--- config.mk ---
export PLATFORM = sky130hd
export DESIGN_NAME = led7seg_capture
export DESIGN_NICKNAME = d
export VERILOG_FILES = /design/src/rtl/led7seg_capture.sv
export SDC_FILE = /design/constraint.sdc
export NUM_CORES = 1
export LEC_CHECK = 0
export CORE_UTILIZATION = 45
export DETAILED_ROUTE_END_ITERATION = 12
export PLACE_DENSITY = 0.71
export SLEW_MARGIN = 5
export SYNTH_ARGS = -nofsm -noshare
export SYNTH_HDL_FRONTEND = slang
export SYNTH_SLANG_ARGS = --single-unit
--- constraint.sdc ---
create_clock -name CLK -period 2.18 [get_ports CLK]
set_input_delay 0.436 -clock CLK [delete_from_list [all_inputs] [get_ports CLK]]
set_output_delay 0.436 -clock CLK [all_outputs]
set_load 0.01 [all_outputs]
--- src/rtl/led7seg_capture.sv ---
// Receive side of a multiplexed, active-low 7-segment display bus.
// Synchronises LED/SA, waits for a pattern to be stable, decodes it back to
// a hex nibble per digit slot, tracks freshness per digit and flags
// undecodable patterns. state_dbg exposes the acceptance FSM.
module led7seg_capture #(
  parameter int STABLE_CYC = 4,
  parameter int TIMEOUT    = 65535
) (
  input  logic        CLK,
  input  logic        RST_N,
  input  logic [7:0]  LED,
  input  logic [3:0]  SA,
  output logic [15:0] DIG,
  output logic [3:0]  VLD,
  output logic [3:0]  BLANK,
  output logic [3:0]  DP,
  output logic        ERR,
  output logic        FRAME,
  output logic [1:0]  state_dbg
);

  localparam int CW = $clog2(STABLE_CYC + 1);
  localparam int TW = $clog2(TIMEOUT + 1);
  localparam logic [CW-1:0] STABLE_MAX = CW'(STABLE_CYC);
  localparam logic [TW-1:0] TO_MAX     = TW'(TIMEOUT);

  typedef enum logic [1:0] {
    IDLE   = 2'd0,
    SETTLE = 2'd1,
    HELD   = 2'd2
  } state_t;

  // Input synchroniser and previous-sample register
  logic [7:0]  led_s1_q, led_s1_d, led_s2_q, led_s2_d;
  logic [3:0]  sa_s1_q, sa_s1_d, sa_s2_q, sa_s2_d;
  logic [11:0] prev_q, prev_d;

  // FSM
  state_t         state_q, state_d;
  logic [CW-1:0]  cnt_q, cnt_d;
  logic           accept;

  // Captured outputs and bookkeeping
  logic [15:0]         dig_q, dig_d;
  logic [3:0]          vld_q, vld_d;
  logic [3:0]          blank_q, blank_d;
  logic [3:0]          dp_q, dp_d;
  logic                err_q, err_d;
  logic                frame_q, frame_d;
  logic [3:0]          seen_q, seen_d;
  logic [3:0][TW-1:0]  to_cnt_q, to_cnt_d;

  // Current sample decoding
  logic [11:0] s_cur;
  logic [3:0]  sel_n;
  logic        sel_valid;
  logic        same;
  logic [1:0]  dig_idx;
  logic [6:0]  seg;
  logic [4:0]  dec;

  // Map an active-high gfedcba pattern to {hit, value}
  function automatic logic [4:0] decode_seg(input logic [6:0] s);
    logic [4:0] r;
    case (s)
      7'h3F:   r = {1'b1, 4'h0};
      7'h06:   r = {1'b1, 4'h1};
      7'h5B:   r = {1'b1, 4'h2};
      7'h4F:   r = {1'b1, 4'h3};
      7'h66:   r = {1'b1, 4'h4};
      7'h6D:   r = {1'b1, 4'h5};
      7'h7D:   r = {1'b1, 4'h6};
      7'h07:   r = {1'b1, 4'h7};
      7'h7F:   r = {1'b1, 4'h8};
      7'h6F:   r = {1'b1, 4'h9};
      7'h77:   r = {1'b1, 4'hA};
      7'h7C:   r = {1'b1, 4'hB};
      7'h39:   r = {1'b1, 4'hC};
      7'h5E:   r = {1'b1, 4'hD};
      7'h79:   r = {1'b1, 4'hE};
      7'h71:   r = {1'b1, 4'hF};
      default: r = 5'b0_0000;
    endcase
    return r;
  endfunction

  // Sample classification: select validity, stability and target digit
  always_comb begin
    led_s1_d  = LED;
    led_s2_d  = led_s1_q;
    sa_s1_d   = SA;
    sa_s2_d   = sa_s1_q;
    s_cur     = {sa_s2_q, led_s2_q};
    prev_d    = s_cur;
    sel_n     = ~sa_s2_q;
    sel_valid = (sel_n != 4'd0) && ((sel_n & (sel_n - 4'd1)) == 4'd0);
    same      = (s_cur == prev_q);
    seg       = ~led_s2_q[6:0];
    dec       = decode_seg(seg);
    dig_idx   = 2'd0;
    case (sel_n)
      4'b0010: dig_idx = 2'd1;
      4'b0100: dig_idx = 2'd2;
      4'b1000: dig_idx = 2'd3;
      default: dig_idx = 2'd0;
    endcase
  end

  // Next-state logic: count identical samples, accept once, then hold off
  always_comb begin
    state_d = state_q;
    cnt_d   = cnt_q;
    accept  = 1'b0;
    case (state_q)
      IDLE: begin
        if (sel_valid) begin
          state_d = SETTLE;
          cnt_d   = CW'(1);
        end
      end
      SETTLE: begin
        if (same) begin
          if (cnt_q < STABLE_MAX) cnt_d = cnt_q + CW'(1);
        end else if (sel_valid) begin
          cnt_d = CW'(1);
        end else begin
          state_d = IDLE;
          cnt_d   = '0;
        end
      end
      HELD: begin
        if (!same) begin
          if (sel_valid) begin
            state_d = SETTLE;
            cnt_d   = CW'(1);
          end else begin
            state_d = IDLE;
            cnt_d   = '0;
          end
        end
      end
      default: begin
        state_d = IDLE;
        cnt_d   = '0;
      end
    endcase
    // Stable long enough: write the pattern this cycle and block repeats
    if (state_d == SETTLE && cnt_d == STABLE_MAX) begin
      accept  = 1'b1;
      state_d = HELD;
      cnt_d   = '0;
    end
  end

  // Capture datapath: decode on accept, per-digit timeout, frame tracking
  always_comb begin
    dig_d    = dig_q;
    vld_d    = vld_q;
    blank_d  = blank_q;
    dp_d     = dp_q;
    err_d    = err_q;
    to_cnt_d = to_cnt_q;
    frame_d  = (seen_q == 4'hF);
    seen_d   = frame_d ? 4'h0 : seen_q;
    for (int k = 0; k < 4; k++) begin
      if (to_cnt_q[k] != TO_MAX) begin
        to_cnt_d[k] = to_cnt_q[k] + TW'(1);
        if (to_cnt_d[k] == TO_MAX) vld_d[k] = 1'b0;
      end
    end
    if (accept) begin
      dp_d[dig_idx]     = ~led_s2_q[7];
      to_cnt_d[dig_idx] = '0;
      seen_d[dig_idx]   = 1'b1;
      if (dec[4]) begin
        dig_d[{dig_idx, 2'b00} +: 4] = dec[3:0];
        blank_d[dig_idx]             = 1'b0;
        vld_d[dig_idx]               = 1'b1;
      end else if (seg == 7'h00) begin
        blank_d[dig_idx] = 1'b1;
        vld_d[dig_idx]   = 1'b1;
      end else begin
        err_d          = 1'b1;
        vld_d[dig_idx] = 1'b0;
      end
    end
  end

  // Register bank with synchronous active-low reset
  always_ff @(posedge CLK) begin
    if (!RST_N) begin
      led_s1_q <= '0;
      led_s2_q <= '0;
      sa_s1_q  <= '0;
      sa_s2_q  <= '0;
      prev_q   <= '0;
      state_q  <= IDLE;
      cnt_q    <= '0;
      dig_q    <= '0;
      vld_q    <= '0;
      blank_q  <= '0;
      dp_q     <= '0;
      err_q    <= 1'b0;
      frame_q  <= 1'b0;
      seen_q   <= '0;
      to_cnt_q <= '0;
    end else begin
      led_s1_q <= led_s1_d;
      led_s2_q <= led_s2_d;
      sa_s1_q  <= sa_s1_d;
      sa_s2_q  <= sa_s2_d;
      prev_q   <= prev_d;
      state_q  <= state_d;
      cnt_q    <= cnt_d;
      dig_q    <= dig_d;
      vld_q    <= vld_d;
      blank_q  <= blank_d;
      dp_q     <= dp_d;
      err_q    <= err_d;
      frame_q  <= frame_d;
      seen_q   <= seen_d;
      to_cnt_q <= to_cnt_d;
    end
  end

  assign DIG       = dig_q;
  assign VLD       = vld_q;
  assign BLANK     = blank_q;
  assign DP        = dp_q;
  assign ERR       = err_q;
  assign FRAME     = frame_q;
  assign state_dbg = state_q;

endmodule

**Word level (Yosys, flattened, before mapping)**

Index checks and enable logic that the tools add are counted.
W data, S select, Z words.

- Flip-flop bits (word level): 139
- Output and inout port bits: 32

- $add $sub $neg: 7
- $lt $le $gt $ge: 3
- Equality and inequality tests: 33
- Shifts and indexed selects: 2
- Mux-type cells: 42
- Bitwise gates (word level): 15
- Reduce and logical (&&, ||, !) cells: 12

Operators with widths:

| cell | count |
|---|---|
| $eq A7 B7 Y1 const B | 12 |
| $mux W16 | 5 |
| $pmux W5 S16 | 1 |
| $add A16 B1 Y16 const B | 4 |
| $and A64 B64 Y64 | 1 |
| $eq A16 B16 Y1 const B | 4 |
| $mux W64 | 1 |
| $ne A16 B16 Y1 const B | 4 |
| $not A64 Y64 | 1 |
| $demux W16 S2 | 1 |
| $mux W4 | 7 |
| $bwmux W16 | 1 |
| $shift A4 B6 Y16 const A | 1 |
| $shiftx A4 B6 Y16 | 1 |
| $eq A7 B3 Y1 const B | 2 |
| $eq A7 B6 Y1 const B | 2 |
| $and A4 B4 Y4 | 3 |
| $eq A12 B12 Y1 | 1 |
| $mux W1 | 12 |
| $mux W3 | 4 |
| $or A4 B4 Y4 | 3 |
| $pmux W2 S3 | 2 |
| $mux W2 | 5 |
| $pmux W3 S3 | 1 |
| 26 further kinds | 35 |

**Longest topological paths before layout**

- Word-level depth: 12
- Gate-level depth with buffers: 11

**Worst setup path before layout**

No wires, ideal clock.

- Path kind: reg2reg
- From: register sa_s2_q[3]
- To: register to_cnt_q[32] in the netlist's numbering
- Arrival time: 2.107 ns
- Required time: 2.106 ns
- Setup slack: -0.001 ns
- Stages on the path, launching flop included: 12
- Buffers on the path: 4
- Clock period less this slack: 2.181 ns
- Path through: dfxtp_1 buf_2 xnor2_2 nand4_2 nor3_4 o21ai_1 o32a_1 buf_6 and3_4 buf_6 buf_6 nor3_2

- Word-level cells in the longest chain between the ends: 12
- Elaborated cells on any way between the ends: 34

RTL lines:

| what | line | text |
|---|---|---|
| start, declared | 35 | `logic [3:0] sa_s1_q, sa_s1_d, sa_s2_q, sa_s2_d;` |
| start signal, assigned | 211 | `sa_s2_q <= sa_s2_d;` |
| $not A4 Y4 | 95 | `sel_n = ~sa_s2_q;` |
| $sub A4 B1 Y4 | 96 | `sel_valid = (sel_n != 4'd0) && ((sel_n & (sel_n - 4'd1)) == 4'd0);` |
| $and A4 B4 Y4 | 96 |  |
| $logic_not A4 Y1 | 96 |  |
| $logic_and A1 B1 Y1 | 96 |  |
| $mux W1 / $mux W2 (equally long branches) | 124, 133 |  |
| $mux W3 (tied with other cells) | 132 | `if (!same) begin` |
| $pmux W3 S3 / $pmux W2 S3 (equally long branches) | 114 | `case (state_q)` |
| $eq A3 B3 Y1 / $eq A2 B1 Y1 (equally long branches) | 148 | `if (state_d == SETTLE && cnt_d == STABLE_MAX) begin` |
| $logic_and A1 B1 Y1 | 148 |  |
| $mux W1 | 148 |  |
| $mux W64 * | 171 | `if (accept) begin` |
| end signal, assigned | 222 | `to_cnt_q <= to_cnt_d;` |
| end, declared | 51 | `logic [3:0][TW-1:0] to_cnt_q, to_cnt_d;` |

Mark *: on every way between the ends. The rest lies on a longest branch, timed or not.
A chain may end at the register's enable or synchronous reset.

**Worst setup path after layout**

- From: register prev_q[1]
- To: register to_cnt_q[38] in the netlist's numbering

- Word-level cells in the longest chain between the ends: 7
- Elaborated cells on any way between the ends: 12

RTL lines:

| what | line | text |
|---|---|---|
| start, declared | 36 | `logic [11:0] prev_q, prev_d;` |
| start signal, assigned | 212 | `prev_q <= prev_d;` |
| $eq A12 B12 Y1 * | 97 | `same = (s_cur == prev_q);` |
| $mux W3 (tied with other cells) | 132 |  |
| $pmux W3 S3 / $pmux W2 S3 (equally long branches) | 114 |  |
| $eq A3 B3 Y1 / $eq A2 B1 Y1 (equally long branches) | 148 |  |
| $logic_and A1 B1 Y1 * | 148 |  |
| $mux W1 * | 148 |  |
| $mux W64 * | 171 |  |

Marked as above.

==> reports/results.ini <==
[floorplanning]
num_rows = 46
start_util_pct = 45.99
coreArea_sq_um = 15830
dieArea_sq_um = 16690
die_h_um = 129.2
ios = 46
die_w_um = 129.2

[synthesis]
async_reset_ff_share_pct = 0
synthCells = 845
ys_seq_area_share_pct = 38.23
synthFlopType = dfxtp_1
ys_ff_latch = 139
syn_area_sq_um = 7279
syn_area_per_cell_sq_um = 8.615
yosys_warnings = 0
synth.lib_cells_used.distinct = 64
synth_edf_count = 0
synthesis.nets = 874

[power_and_ir_drop]
p_int_mw = 4.731
p_per_area_nw_per_um2 = 641.2
ir_worst_vdd_mv = 0.6758
power_mw = 6.121
leakagePower_nw = 3.869
p_comb_share_pct = 7.3
clkPwrFrac_pct = 49.7
swShare_pct = 22.71
seq_power_share_pct = 43.0
p_sw_mw = 1.390

[worst_setup_path]
max_stage_delay_ns = 0.32
crit_top_cell = buf_12
worstRegToRegCells = 10
critPathLaunchType = flop
crit_buf_inv = 3
worstPathArrival_ns = 2.57
worstPathCellList = xnor2_2, nand4_4, buf_12, nor4_4, o21a_1, o32a_1, buf_12, and3_4, buf_6, a211oi_1
worst-path-max-fanout = 15
crit_family = simple AND/OR/NAND/NOR gates
rr_startpoint = prev_q[1]$_SDFF_PN0_
regToRegSetupSlack_ns = -0.10
cp-end-kind = flop
cp_slowest_cell = dfxtp_2
critPathKind = flop to flop
r2r_end = to_cnt_q[38]$_SDFF_PN0_
worstPathRequired_ns = 2.46

[clock_tree]
cts_tree = done
cts_made_buffers = 17
clock-root-buffer = clkbuf_16
postCtsHoldBufs = 0
clk_pin_slew_ns = 0.06
cts_buffer_depth = 2
worstSkewPairLatency_ns = 0.42
cts_max_level = 4
cts.sinks = 139

[min_path]
hold_class = input pin to flop
min_path_cells = 3
min_to = DIG[9]$_SDFFE_PN0P_
min_from = RST_N

[timing]
timing.final.crit_share_pct = 104.8
worst_pin_slew_ns = 0.4536
slew_violations = 0
min_period_ns = 2.284
rsz0062_at_grt = true
max_slew_margin_pct = 69.76
finalHoldViolations = 0
fin_ws_ns = -0.1045
setup_viol = 88
fmax_ghz = 0.4377
fin_skew_ns = 0.006713

[finish]
drive_above_1_share_pct = 22.95
diodes = 0
syn_to_final_growth_pct = 31.13
layout_commonest_cell = dfxtp_1
final_cell_mix = 127 x dfxtp_1, 114 x nand2_1, 103 x buf_4
layout.nets = 992

[place]
io_buffers = 45
dp_hpwl_mm = 11.22
gp_congestion = 0.9112
place_ws_ns = -0.1991

[status]
violations = setup timing
status = finished, violations left

[drt]
drt_first_pass_iters = 5
postRouteAntennaNets = 0
vias = 6329
drt_wl_total_mm = 16.63
drc_errors = 0
routedWlPerCell_um = 13.95
via_per_inst = 5.310
dr.first_iter.drc_count = 455

[global_routing]
grt_usage_pct = 20.62
grt_start_max_net_pins = 43
grt_pass1_vias = 6025
grt_pass1_wl_mm = 27.59
grt_overflow = 0
grt_antenna_before_repair = 0

[job]
maxCapViolCount = 0

## kinds of logic (layout without fill, tap and decap cells)
logic type | after synthesis | in the layout | synth area share (%)
xor+xnor | 68 | 68 | 8.594
flops | 139 | 139 | 38.23
simple gates | 406 | 406 | 30.58
fa+ha+maj | 15 | 15 | 2.578
mux | 28 | 28 | 3.919
compound gates | 112 | 112 | 11.19
buf+inv | 77 | 208 | 4.916
## cells in the mapped netlist, types with 7 or more instances
cell type,n,area (sq um)
a211oi_1,8,60.06
a211oi_2,8,100.1
a21oi_1,20,100.1
a31oi_1,14,87.58
a41oi_1,7,61.31
and2_1,40,250.2
and3_1,60,375.4
and4_1,8,70.07
and4b_1,7,70.07
buf_2,15,75.07
clkbuf_1,34,127.6
dfxtp_1,139,2783
ha_1,15,187.7
inv_1,19,71.32
mux2i_1,24,240.2
nand2_1,114,427.9
nand2b_1,11,68.82
nand3_1,33,165.2
nand4_1,23,143.9
nor2_1,40,150.1
nor3_1,16,80.08
nor4_1,15,93.84
o21ai_0,14,70.07
xnor2_1,34,297.8
xor2_1,30,262.8
## worst max-delay path by stage
stage                                 from                      end  slack (ns)  cells past startpoint
CTS                 led_s2_q[3]$_SDFF_PN0_  to_cnt_q[38]$_SDFF_PN0_       -0.02                      9
floorplan           led_s2_q[4]$_SDFF_PN0_  to_cnt_q[32]$_SDFF_PN0_       0.002                     11
global placement    led_s2_q[6]$_SDFF_PN0_     DIG[13]$_SDFFE_PN0P_       -0.17                      8
finish                prev_q[1]$_SDFF_PN0_  to_cnt_q[38]$_SDFF_PN0_       -0.10                     10
global route        led_s2_q[3]$_SDFF_PN0_     DIG[10]$_SDFFE_PN0P_       -0.26                     10
detailed placement  led_s2_q[1]$_SDFF_PN0_                     flop       -0.20                      9
## power by group through the flow
stage          clock network, mW  registers [mW]  logic, mW
2_1_floorplan                  0            2.67      0.237
3_3_place_gp                   0            2.68      0.357
3_5_place_dp                   0            2.68      0.363
4_1_cts                     3.09            2.63      0.411
5_1_grt                     3.23            2.64      0.485
6_report                    3.04            2.63      0.445
## tightest hold or removal path: cells and delay by family
family        cells  cell delay (ns)
buf+inv           1             0.18
mux               1             0.05
simple gates      1             0.09
## state kept, by name, summed over array words and instances, names as in the netlist, named ones only
signal     count
ERR            1
to_cnt_q      64
cnt_q          3
DP             4
DIG           16
prev_q        12
led_s2_q       8
seen_q         4
state_dbg      2
FRAME          1
VLD            4
sa_s2_q        4
sa_s1_q        4
led_s1_q       8
## routing by layer
metal  up-vias  GRT usage (%)  wire length (um)
li1       3238              -                 -
met1      2967          24.84              7548
met2       105          35.48              8350
met3        19          5.409               502
met4         0          7.059               230
met5         -              0                 0
## repair_timing
action,CTS,global route
setup endpoints to repair,94,96
gates resized for setup,45,18
setup buffers,5,2
pin swaps,11,9
## metrics by stage
step	hold slack (ns)	std cells	area [sq um]	utilization, %	TNS (ns)
after CTS	0.3646	1190	9427	59.56	-0.08017
after global routing	0.3836	1192	9545	60.31	-14.76
after detailed placement	0.4191	1153	8547	54.00	-9.781
after global placement	0.4136	1153	8547	54.00	-5.671
after floorplan	0.4119	845	7279	-	0
final	0.3832	1192	9545	60.31	-4.650
## area by class of cell
cell class	instances	area (sq um)
Timing Repair Buffer	157	1364
Clock inverter	13	191.4
Inverter	19	71.32
Multi-Input combinational cell	629	4413
Sequential cell	139	2803
Tap cell	216	270.3
Fill cell	1320	6282
Clock buffer	19	432.9
Note: power is estimated with default switching activity, not from simulation.
